<file path="src/rtl/scan_ctrl_pkg.sv">
// Shared types and helpers for the scan chain controller: FSM state encoding
// and a ceiling-log2 used to size the shift counter.
package scan_ctrl_pkg;

   typedef enum logic [1:0] {
      IDLE    = 2'd0,
      SHIFT   = 2'd1,
      CAPTURE = 2'd2
   } state_t;

   // Ceiling log2, never below 1 so a one-bit chain still gets a counter bit.
   function automatic int clog2(input int value);
      int bits;
      bits = 0;
      while ((1 << bits) < value) bits++;
      return (bits < 1) ? 1 : bits;
   endfunction

endpackage

</file>
<file path="src/rtl/scan_cell.sv">
// One mux-D scan cell: se picks scan-in over functional data, hold freezes the
// bit, and the flop clears asynchronously.
module scan_cell (
   input  logic clk,
   input  logic rst_n,
   input  logic d,
   input  logic si,
   input  logic se,
   input  logic hold,
   output logic q
);

   // NOTE: sequential state is written with <= only, so every flop in the
   // chain samples its neighbour's pre-edge value and the shift moves one place.
   always_ff @(posedge clk or negedge rst_n) begin
      if (!rst_n)
         q <= 1'b0;
      else if (!hold)
         q <= se ? si : d;
   end

endmodule

</file>
<file path="src/rtl/scan_chain_ctrl.sv">
// Multi-chain scan register with its own shift/capture sequencer; sits between
// the functional logic (d/q) and the tester scan pins (si/so).
module scan_chain_ctrl
   import scan_ctrl_pkg::*;
#(
   parameter int WIDTH  = 16,
   parameter int CHAINS = 2
) (
   input  logic              clk,
   input  logic              rst_n,
   input  logic [WIDTH-1:0]  d,
   input  logic              func_en,
   input  logic              test_start,
   input  logic [CHAINS-1:0] si,
   output logic [CHAINS-1:0] so,
   output logic [WIDTH-1:0]  q,
   output logic              scan_en,
   output logic              busy,
   output logic              done
);

   localparam int CHAIN_LEN = WIDTH / CHAINS;
   localparam int CNT_W     = clog2(CHAIN_LEN);
   localparam logic [CNT_W-1:0] CNT_LAST = CNT_W'(CHAIN_LEN - 1);

   if ((WIDTH % CHAINS) != 0) begin : g_bad_width
      $error("scan_chain_ctrl: WIDTH must be a multiple of CHAINS");
   end

   state_t           state, state_next;
   logic [CNT_W-1:0] cnt, cnt_next;
   logic             se, hold;

   // NOTE: every signal driven here gets a default first, so no path through
   // the case statement can leave a value unassigned and infer a latch.
   always_comb begin
      state_next = state;
      cnt_next   = cnt;
      se         = 1'b0;
      hold       = 1'b1;
      case (state)
         IDLE: begin
            if (test_start) begin
               state_next = SHIFT;
               cnt_next   = '0;
            end else if (func_en) begin
               hold = 1'b0;
            end
         end
         SHIFT: begin
            se       = 1'b1;
            hold     = 1'b0;
            cnt_next = cnt + CNT_W'(1);
            if (cnt == CNT_LAST) state_next = CAPTURE;
         end
         CAPTURE: begin
            hold       = 1'b0;
            state_next = IDLE;
         end
         default: state_next = IDLE;
      endcase
   end

   always_ff @(posedge clk or negedge rst_n) begin
      if (!rst_n) begin
         state <= IDLE;
         cnt   <= '0;
         done  <= 1'b0;
      end else begin
         state <= state_next;
         cnt   <= cnt_next;
         done  <= (state == CAPTURE);
      end
   end

   assign scan_en = (state == SHIFT);
   assign busy    = (state != IDLE);

   // Each chain shifts toward its LSB; the chain's top cell takes si[c].
   for (genvar c = 0; c < CHAINS; c++) begin : g_chain
      for (genvar b = 0; b < CHAIN_LEN; b++) begin : g_bit
         logic cell_si;
         if (b == CHAIN_LEN - 1) begin : g_top
            assign cell_si = si[c];
         end else begin : g_mid
            assign cell_si = q[c*CHAIN_LEN + b + 1];
         end
         scan_cell u_cell (
            .clk   (clk),
            .rst_n (rst_n),
            .d     (d[c*CHAIN_LEN + b]),
            .si    (cell_si),
            .se    (se),
            .hold  (hold),
            .q     (q[c*CHAIN_LEN + b])
         );
      end
      assign so[c] = q[c*CHAIN_LEN];
   end

endmodule
</file>
<file path="config.mk">
export PLATFORM = sky130hd
export DESIGN_NAME = scan_chain_ctrl
export DESIGN_NICKNAME = d
export VERILOG_FILES = /design/src/rtl/scan_ctrl_pkg.sv /design/src/rtl/scan_cell.sv /design/src/rtl/scan_chain_ctrl.sv
export SDC_FILE = /design/constraint.sdc
export NUM_CORES = 1
export LEC_CHECK = 0
export ABC_AREA = 1
export BUFFER_PORTS_ARGS = -buffer_cell sky130_fd_sc_hd__buf_2
export CORE_MARGIN = 3
export CORE_UTILIZATION = 46
export CTS_CLUSTER_SIZE = 28
export DETAILED_ROUTE_END_ITERATION = 16
export PLACE_DENSITY = 0.78
export SLEW_MARGIN = 20
export SYNTH_ARGS = -nofsm -noshare
export SYNTH_HDL_FRONTEND = slang
export SYNTH_HIERARCHICAL = 1
export SYNTH_SLANG_ARGS = --single-unit
</file>
<file path="constraint.sdc">
create_clock -name clk -period 2.7 [get_ports clk]
set_input_delay 0.54 -clock clk [delete_from_list [all_inputs] [get_ports clk]]
set_output_delay 0.54 -clock clk [all_outputs]
set_load 0.02 [all_outputs]
</file>
==> out/qor.txt, run 1 <==
R2R Setup Slk - 0.90 ns
Clk pin slew, worst setup/hold paths - 0.13 ns
Cell Count, Final, Fillers Out - 279
Fill cells - 291
Lkg Pwr - 1.11 nW
startpoint types - flop
DRC Markers - 0
IO Port Bufs - 42
die area - 3820 µm²
total negative slack - 0 ns
clk buf depth - 2
Post-synth EDFFs - 0
count leader, synth - nand2_1
Required @ worst endpoint - 2.16 ns
Antenna Cells - 0
post-route cell area - 1620 µm²
Avg Inst Size Synth - 6.63 µm²
dpl cells - 275
Synth top area share - 38.4%
NumNets Final - 277
unrepaired setup endpoints after global routing - no
Initial Util - 50.2%
CTS root buffer - clkbuf_4
Routed Antenna Nets - 0
Final Cycle Share - 73.5%
share of synthesized registers carrying an async set or reset - 100%
Area Growth Syn to Fin - 13.4%
worst-margin pin slew - 0.740 ns
Crit. End Element - primary output
DR WL/cell - 8.94 µm
synth unique cells - 10
CTS tree - done
Crit path largest cell delay - 0.43 ns
VDD IR-drop max - 0.000875 V
post-CTS resize count - 0
max-slew violation count - 0
# IOs - 43
final setup fails - 0
Remaining Overflow, GRT - 0
Max Cap Viol - 0
crit path max fanout - 17
register area share after synthesis - 38.4%
# rows - 19
Peak Freq - 504 MHz
total number of vias - 1,180
DP HPWL - 1830 µm
Clock Sinks - 22
Die H - 61.8 µm
Yosys warning count - 6
Post-CTS Setup Inserts - 0
vias in the first global route - 1,033
hold-fix buffer count after cts - 0
family with the most delay on the worst path - buffers and inverters
gpl congestion - 0.729
Setup CP Type - reg2out
Worst slew margin - 50.5%
top cells by area, synth - dfrtp_1 (38%), nand2_1 (20%), inv_1 (18%), buf_4 (8.4%), nand3_1 (8.0%)
Layout Utilization - 56.9%
cell area after placement - 1580 µm²
Most used DFF post-synth - dfrtp_1
final setup skew - 0.00510 ns
CTS Buf Count - 3
Die W - 61.8 µm
final-report hold violation count - 0
syn_nets - 244
mapped cell area - 1430 µm²
layout cell share with drive strength beyond 1 - 21.4%
Core Area - 2850 µm²
initial antenna violation count - 0
routed vias/inst - 4.23
multi-input combinational cell area - 514 µm²
final wirelength - 2490 µm
CP Cell Sequence - inv_1 > ha_1 > buf_4 > buf_2
Worst Hold Class - in2async
Critical-path top delay cell - dfrtp_1
power per cell area - 1220 nW/µm²
Clock Latency Late Sink - 0.31 ns
WP buf/inv - 3
Final min period - 1.98 ns
drt first pass iters - 4
first-pass GRT wire length - 4220 µm
Synth area leader - dfrtp_1
top post-synthesis cells by count - nand2_1 (75), inv_1 (68), nand3_1 (23)
largest net degree at the start of global routing - 33
status - finished clean
Storage cell area - 551 µm²
Mapped Cells - 216
Synth Register Bits - 22
Initial DRC Count - 75
Total GRT Usage - 14.8%
H-tree levels - 1
Data arrival, critical path - 1.44 ns
path summary, 6_finish.rpt:
kind,startpoint,endpoint,depth (start not counted)
worst max register to register,state[0],g_chain[1].g_bit[3].u_cell/q,6
worst min register to register,g_chain[1].g_bit[0].u_cell/q,g_chain[1].g_bit[0].u_cell/q,2
max in group asynchronous,rst_n,cnt[1],1
worst min-delay path,rst_n,g_chain[0].g_bit[1].u_cell/q,1
worst max-delay path,state[1],scan_en,4
min in group clk,test_start,state[0],3
state kept, by name, indices dropped and copies added, names as in the netlist:
signal                  cells
g_chain.g_bit.u_cell/q     16
cnt                         3
state                       2
done                        1
final cells by class:
cell class	count	area share, %
Clock buffer	4	2.23
Inverter	69	15.9
Multi-Input combinational cell	109	31.7
Sequential cell	22	33.9
Tap cell	31	2.39
Timing Repair Buffer	44	13.9
metrics by stage:
| stage | setup WS, ns | hold WS [ns] | power, W |
|---|---|---|---|
| after floorplan | 0.546 | 0.244 | 0.00165 |
| after global placement | 0.663 | 0.476 | 0.00178 |
| after detailed placement | 0.583 | 0.479 | 0.00182 |
| after CTS | 0.571 | 0.176 | 0.00201 |
| after global routing | 0.593 | 0.185 | 0.00223 |
| final | 0.717 | 0.169 | 0.00198 |
metal layers:
metal	part of all wire [%]	vias up	track usage [%]	wire (µm)
met2	43	32	24.4	1060
met3	6.0	5	4.34	150
met5	0	-	0	0
met4	1.2	0	4.55	29
met1	50	483	18.7	1250
li1	-	660	-	-
worst register-to-register path, stage by stage, from the launching register on:
cell	delay (ns)
dfrtp_1	0.41
inv_1	0.08
ha_1	0.31
o21ai_4	0.64
inv_1	0.12
nand3_1	0.11
nand2_1	0.05
cells in the final DEF, fill, tap and decap left out:
cell | netlist | layout
nand2_1 | 75 | 75
inv_1 | 68 | 68
nand3b_1 | 1 | 1
clkbuf_4 | 0 | 3
buf_4 | 16 | 2
nand2_2 | 3 | 3
buf_2 | 0 | 42
dfrtp_1 | 22 | 22
inv_2 | 1 | 1
o21ai_4 | 0 | 1
clkbuf_8 | 0 | 1
nand3_1 | 23 | 23
ha_1 | 6 | 6
cell families after synthesis:
kind of cell	Yosys count	synth area share, %
buffers and inverters	85	26.5
AOI/OAI and AO/OA	1	0.349
adders and majority gates	6	5.24
and+or+nand+nor	102	29.5
DFF	22	38.4
where the power goes:
part / total [W] / switching [W] / internal, W
sequential: 0.000602 / 0.000107 / 0.000496
combinational: 0.00120 / 0.000782 / 0.000414
clock: 0.000186 / 0.000104 / 0.0000824
total: 0.00198 / 0.000992 / 0.000992
Note: power is estimated with default switching activity, not from simulation.
==> run 2: changes to the inputs <==
==> constraint.sdc (replaced) <==
create_clock -name clk -period 1.8 [get_ports clk]
set_input_delay 0.36 -clock clk [delete_from_list [all_inputs] [get_ports clk]]
set_output_delay 0.36 -clock clk [all_outputs]
set_load 0.02 [all_outputs]
==> run 2 against run 1 <==
Global-route usage down 0.73 points. Critical endpoint is now busy. Clock skew grew 0.0075 ns. Sequential cell count did not move. First-iteration DRC count decreased by 29%. Total power up 59%. Sequential share of layout area fell by 1.0 points. Highest routed layer unchanged. Largest cell class unchanged. Final area rose by 3.2%. Largest power group unchanged. Routed wire length increased by 4.2%. Cell count is 1.1% higher. Die area did not move.
==> out/qor.txt, run 2 (synthesis gave the netlist of run 1 again) <==
final-report hold violation count - 0
Antenna Cells - 0
startpoint types - flop
Crit. End Element - primary output
DP HPWL - 1910 µm
# IOs - 43
initial antenna violation count - 0
Core Area - 2850 µm²
H-tree levels - 1
DR WL/cell - 9.21 µm
Largest regs - g_chain.g_bit.u_cell/q: 16 flops, cnt: 3 flops, state: 2 flops
Peak Freq - 598 MHz
worst-case hold slack - 0.320 ns
die area - 3820 µm²
max FFs per register - 16
Post-CTS Setup Inserts - 0
routed vias/inst - 4.16
Final Cycle Share - 92.9%
# rows - 19
Total GRT Usage - 14.0%
Data arrival, critical path - 1.31 ns
vias in the first global route - 980
Required @ worst endpoint - 1.44 ns
total number of vias - 1,173
multi-input combinational cell area - 512 µm²
Worst Hold Class - in2reg
commonest non-fill, non-tap cell in the layout - nand2_1
Lkg Pwr - 1.13 nW
Initial Util - 50.2%
gpl congestion - 0.786
IO Port Bufs - 42
layout cell share with drive strength beyond 1 - 22.7%
most frequent cells in the layout - nand2_1 (75), inv_1 (68), buf_2 (42), nand3_1 (23), dfrtp_1 (22)
Storage cell area - 551 µm²
CTS root buffer - clkbuf_4
final setup skew - 0.0126 ns
first-pass GRT wire length - 3980 µm
Routed Antenna Nets - 0
power per cell area - 1890 nW/µm²
final wirelength - 2600 µm
Setup CP Type - reg2out
Die W - 61.8 µm
Worst slew margin - 65.9%
Clk pin slew, worst setup/hold paths - 0.12 ns
Final min period - 1.67 ns
worst-margin pin slew - 0.512 ns
Die H - 61.8 µm
status - finished clean
clk buf depth - 2
Fill cells - 274
Max Cap Viol - 0
final setup fails - 0
Clock Latency Late Sink - 0.31 ns
CTS Buf Count - 3
max-slew violation count - 0
crit path max fanout - 6
largest reg by FF count - g_chain.g_bit.u_cell/q
Area Growth Syn to Fin - 16.9%
drt first pass iters - 4
NumNets Final - 280
Remaining Overflow, GRT - 0
largest net degree at the start of global routing - 33
Initial DRC Count - 53
Clock Sinks - 22
DRC Markers - 0
unrepaired setup endpoints after global routing - no
CTS tree - done
VDD IR-drop max - 0.00102 V
total negative slack - 0 ns
-- run 2: cell count changes in the layout (fill, tap and decap cells not counted), sizes merged --
cell / before / now
dlygate4sd3: 0 / 1
bufinv: 0 / 1
clkbuf: 4 / 3
buf: 44 / 46
-- run 2: worst max-delay path, cell delays in order, from the launching register on --
cell and delay [ns]:
dfrtp_1 0.42, inv_1 0.12, ha_2 0.26, inv_2 0.06, buf_2 0.15
-- run 2: timing repair --
action,in CTS,in global routing
resized for setup,0,1
hold buffers,1,0
setup endpoints to repair,0,1
hold endpoints to repair,13,0
-- run 2: layout make-up --
type	count	area share [%]
Multi-Input combinational cell	109	30.5
Inverter	69	15.5
Clock buffer	3	1.34
Tap cell	31	2.32
Timing Repair Buffer	47	15.7
Sequential cell	22	32.9
Clock inverter	1	1.79
-- run 2: report_power, final --
part	leakage (nW)	switching, W	total [W]	internal [W]
Sequential	0.273	0.000168	0.000912	0.000744
Clock	0.0279	0.000155	0.000380	0.000225
Combinational	0.832	0.00118	0.00187	0.000693
Total	1.13	0.00150	0.00316	0.00166
-- run 2: path summary, 6_finish.rpt --
check,start,to,slack (ns),cells after the start
setup reg to reg,state[1],g_chain[1].g_bit[7].u_cell/q,0.34,7
max in group asynchronous,rst_n,g_chain[1].g_bit[7].u_cell/q,0.91,2
setup / recovery,state[1],busy,0.13,4
min in group asynchronous,rst_n,g_chain[1].g_bit[4].u_cell/q,0.53,2
hold reg to reg,g_chain[1].g_bit[0].u_cell/q,g_chain[1].g_bit[0].u_cell/q,0.51,2
hold / removal,test_start,state[0],0.32,3
-- run 2: stage by stage --
stage | area, µm² | cells | setup slack (ns) | total power (W) | util [%]
2_1_floorplan | 1440 | 216 | 0.0583 | 0.00246 | -
3_3_place_gp | 1610 | 277 | 0.371 | 0.00276 | 56.4
3_5_place_dp | 1610 | 277 | 0.304 | 0.00280 | 56.4
4_1_cts | 1670 | 282 | 0.0476 | 0.00320 | 58.6
5_1_grt | 1680 | 282 | 0.0509 | 0.00349 | 58.7
6_report | 1680 | 282 | 0.127 | 0.00316 | 58.7
-- run 2: routing by layer --
| metal | global-route usage [%] | wire length, µm |
|---|---|---|
| met1 | 17.5 | 1300 |
| met2 | 23.6 | 1140 |
| met3 | 3.72 | 142 |
| met4 | 4.55 | 25 |
| met5 | 0 | 0 |
==> run 3: changes to the inputs <==
--- a/config.mk
+++ b/config.mk
@@ -8,12 +8,12 @@
 export ABC_AREA = 1
 export BUFFER_PORTS_ARGS = -buffer_cell sky130_fd_sc_hd__buf_2
 export CORE_MARGIN = 3
-export CORE_UTILIZATION = 46
+export CORE_UTILIZATION = 45
 export CTS_CLUSTER_SIZE = 28
 export DETAILED_ROUTE_END_ITERATION = 16
 export PLACE_DENSITY = 0.78
 export SLEW_MARGIN = 20
 export SYNTH_ARGS = -nofsm -noshare
 export SYNTH_HDL_FRONTEND = slang
-export SYNTH_HIERARCHICAL = 1
 export SYNTH_SLANG_ARGS = --single-unit
+export TNS_END_PERCENT = 1
==> run 3 against run 2 <==
Combinational power fell by 18%. Final area fell by 11%. Cell count fell by 18%. Clock skew fell by 0.0048 ns. Sequential cell count did not move.
==> out/qor.txt, run 3 <==
initial antenna violation count - 0
status - finished clean
share of synthesized registers carrying an async set or reset - 100%
Mapped Cells - 176
Initial DRC Count - 43
DR WL/cell - 11.9 µm
Avg Inst Size Synth - 7.54 µm²
most frequent cells in the layout - nand2_1 (91), buf_2 (42), dfrtp_1 (22), nand3_1 (20)
clk buf depth - 2
Crit. End Element - primary output
CTS tree - done
syn_nets - 204
# rows - 19
Yosys warning count - 0
Clock Sinks - 22
final setup fails - 0
Final Total Pwr - 0.00280 W
Synth top area share - 41.5%
CP Cell Sequence - inv_1 > ha_2 > inv_2 > buf_2
post-synthesis compound-gate area fraction - 0.377%
Initial Util - 47.7%
mapped cell area - 1330 µm²
crit path max fanout - 5
post-synthesis mux area share - 0%
max-slew violation count - 0
power per cell area - 1890 nW/µm²
final setup skew - 0.00779 ns
unrepaired setup endpoints after global routing - no
Die H - 60.3 µm
Worst slew margin - 65.5%
Die W - 60.3 µm
Crit path largest cell delay - 0.43 ns
IO Port Bufs - 42
Remaining Overflow, GRT - 0
Most used DFF post-synth - dfrtp_1
Final min period - 1.69 ns
commonest non-fill, non-tap cell in the layout - nand2_1
DRC Markers - 0
Clk pin slew, worst setup/hold paths - 0.12 ns
Area Growth Syn to Fin - 11.8%
Antenna Cells - 0
Data arrival, critical path - 1.33 ns
CTS Buf Count - 3
DP HPWL - 1990 µm
main combinational cell family by area after synthesis - simple AND/OR/NAND/NOR gates
cell area after placement - 1420 µm²
worst-margin pin slew - 0.517 ns
Layout Utilization - 53.4%
synth unique cells - 15
largest net degree at the start of global routing - 23
Total GRT Usage - 16.2%
die area - 3640 µm²
Final Cycle Share - 93.7%
NumNets Final - 230
total number of vias - 1,122
Critical-path top delay cell - dfrtp_1
Largest regs - g_chain.g_bit.u_cell.q: 16 flops, cnt: 3 flops, state: 2 flops
Peak Freq - 593 MHz
Worst Hold Class - in2reg
Core Area - 2780 µm²
gpl congestion - 0.765
Simple-Gate Fraction of Synth Area - 37.8%
final wirelength - 2750 µm
Clock Latency Late Sink - 0.32 ns
pre-CTS WS - 0.302 ns
total negative slack - 0 ns
final-report hold violation count - 0
top post-synthesis cells by count - nand2_1 (91), dfrtp_1 (22), nand3_1 (20)
largest reg by FF count - g_chain.g_bit.u_cell.q
Synth area leader - dfrtp_1
CTS root buffer - clkbuf_4
WP buf/inv - 3
Post-synth EDFFs - 0
first-pass GRT wire length - 4360 µm
Synth Register Bits - 22
routed vias/inst - 4.84
Synth Area in Adders - 5.66%
drt first pass iters - 4
vias in the first global route - 1,016
# IOs - 43
setup ws final - 0.113 ns
startpoint types - flop
VDD IR-drop max - 0.000946 V
top cells by area, synth - dfrtp_1 (41%), nand2_1 (26%), buf_4 (11%), nand3_1 (7.5%), ha_1 (5.7%)
post-route cell area - 1480 µm²
max FFs per register - 16
register area share after synthesis - 41.5%
count leader, synth - nand2_1
layout cell share with drive strength beyond 1 - 27.4%
Post-Synth XOR/XNOR Area - 0%
Post-CTS Setup Inserts - 0
Lkg Pwr - 0.908 nW
Required @ worst endpoint - 1.44 ns
Routed Antenna Nets - 0
Max Cap Viol - 0
Setup CP Type - reg2out
family with the most delay on the worst path - flip-flops
H-tree levels - 1
==> run 3: changes by cell type after synthesis <==
cell	delta
nand2_2	-1
buf_1	+1
nand3_1	-3
buf_4	+3
inv_1	-63
nand2_1	+16
nand2_4	+2
nand3_4	+1
buf_2	+3
buf_6	+1
==> run 3: final timing paths <==
path                                                endpoint  depth (start not counted)  slack, ns  startpoint
worst max-delay path                                    busy                          4       0.11    state[0]
worst min-delay path                                state[0]                          3       0.31  test_start
worst max register to register  g_chain[0].g_bit[6].u_cell.q                          7       0.31    state[1]
worst min register to register                        cnt[2]                          2       0.50      cnt[2]
max in group asynchronous                             cnt[2]                          2       0.93       rst_n
min in group asynchronous       g_chain[1].g_bit[6].u_cell.q                          2       0.53       rst_n
==> run 3: layout make-up <==
cell class                 count  area (µm²)
clock buffer                   3        22.5
clock inverter                 1        30.0
fill                         273        1300
inverter                       6        22.5
multi-input combinational    124         584
sequential                    22         551
tap                           31        38.8
timing repair buffer          45         235
==> run 3: stage by stage <==
step,std cells,hold slack [ns]
6_report,232,0.313
5_1_grt,232,0.319
4_1_cts,232,0.299
3_5_place_dp,227,0.356
3_3_place_gp,227,0.352
2_1_floorplan,176,0.0644
==> run 3: worst reg2reg max path: cells and delay by family, from the launching register on <==
| kind | cells | cell delay (ns) |
|---|---|---|
| buffers and inverters | 2 | 0.49 |
| AND/OR/NAND/NOR | 4 | 0.31 |
| adder cells (fa/ha/maj) | 1 | 0.25 |
| flip-flops | 1 | 0.39 |
==> run 3: logic make-up after synthesis <==
group                    after synthesis
buffers and inverters                 30
adder cells (fa/ha/maj)                6
flip-flops                            22
AO/OA/AOI/OAI                          1
AND/OR/NAND/NOR                      117
==> run 3: repair_timing <==
action / 4_1_cts / 5_1_grt
endpoints found under the hold margin: 22 / 0
resized for setup: 0 / 1
endpoints found under the setup margin: 0 / 1
hold buffers: 1 / 0
==> run 3: where the power goes <==
part | internal (W) | total (W) | leakage [nW] | switching, W
Clock | 0.000225 | 0.000385 | 0.0279 | 0.000160
Sequential | 0.000716 | 0.000880 | 0.279 | 0.000164
Combinational | 0.000511 | 0.00154 | 0.601 | 0.00103
==> run 3: metal layers <==
metal	vias to the layer above	share of wire [%]	global-route usage, %
met3	5	6.8	3.24
li1	579	-	-
met2	37	46	26.9
met5	-	0	0
met4	0	1.7	6.65
met1	501	46	20.5
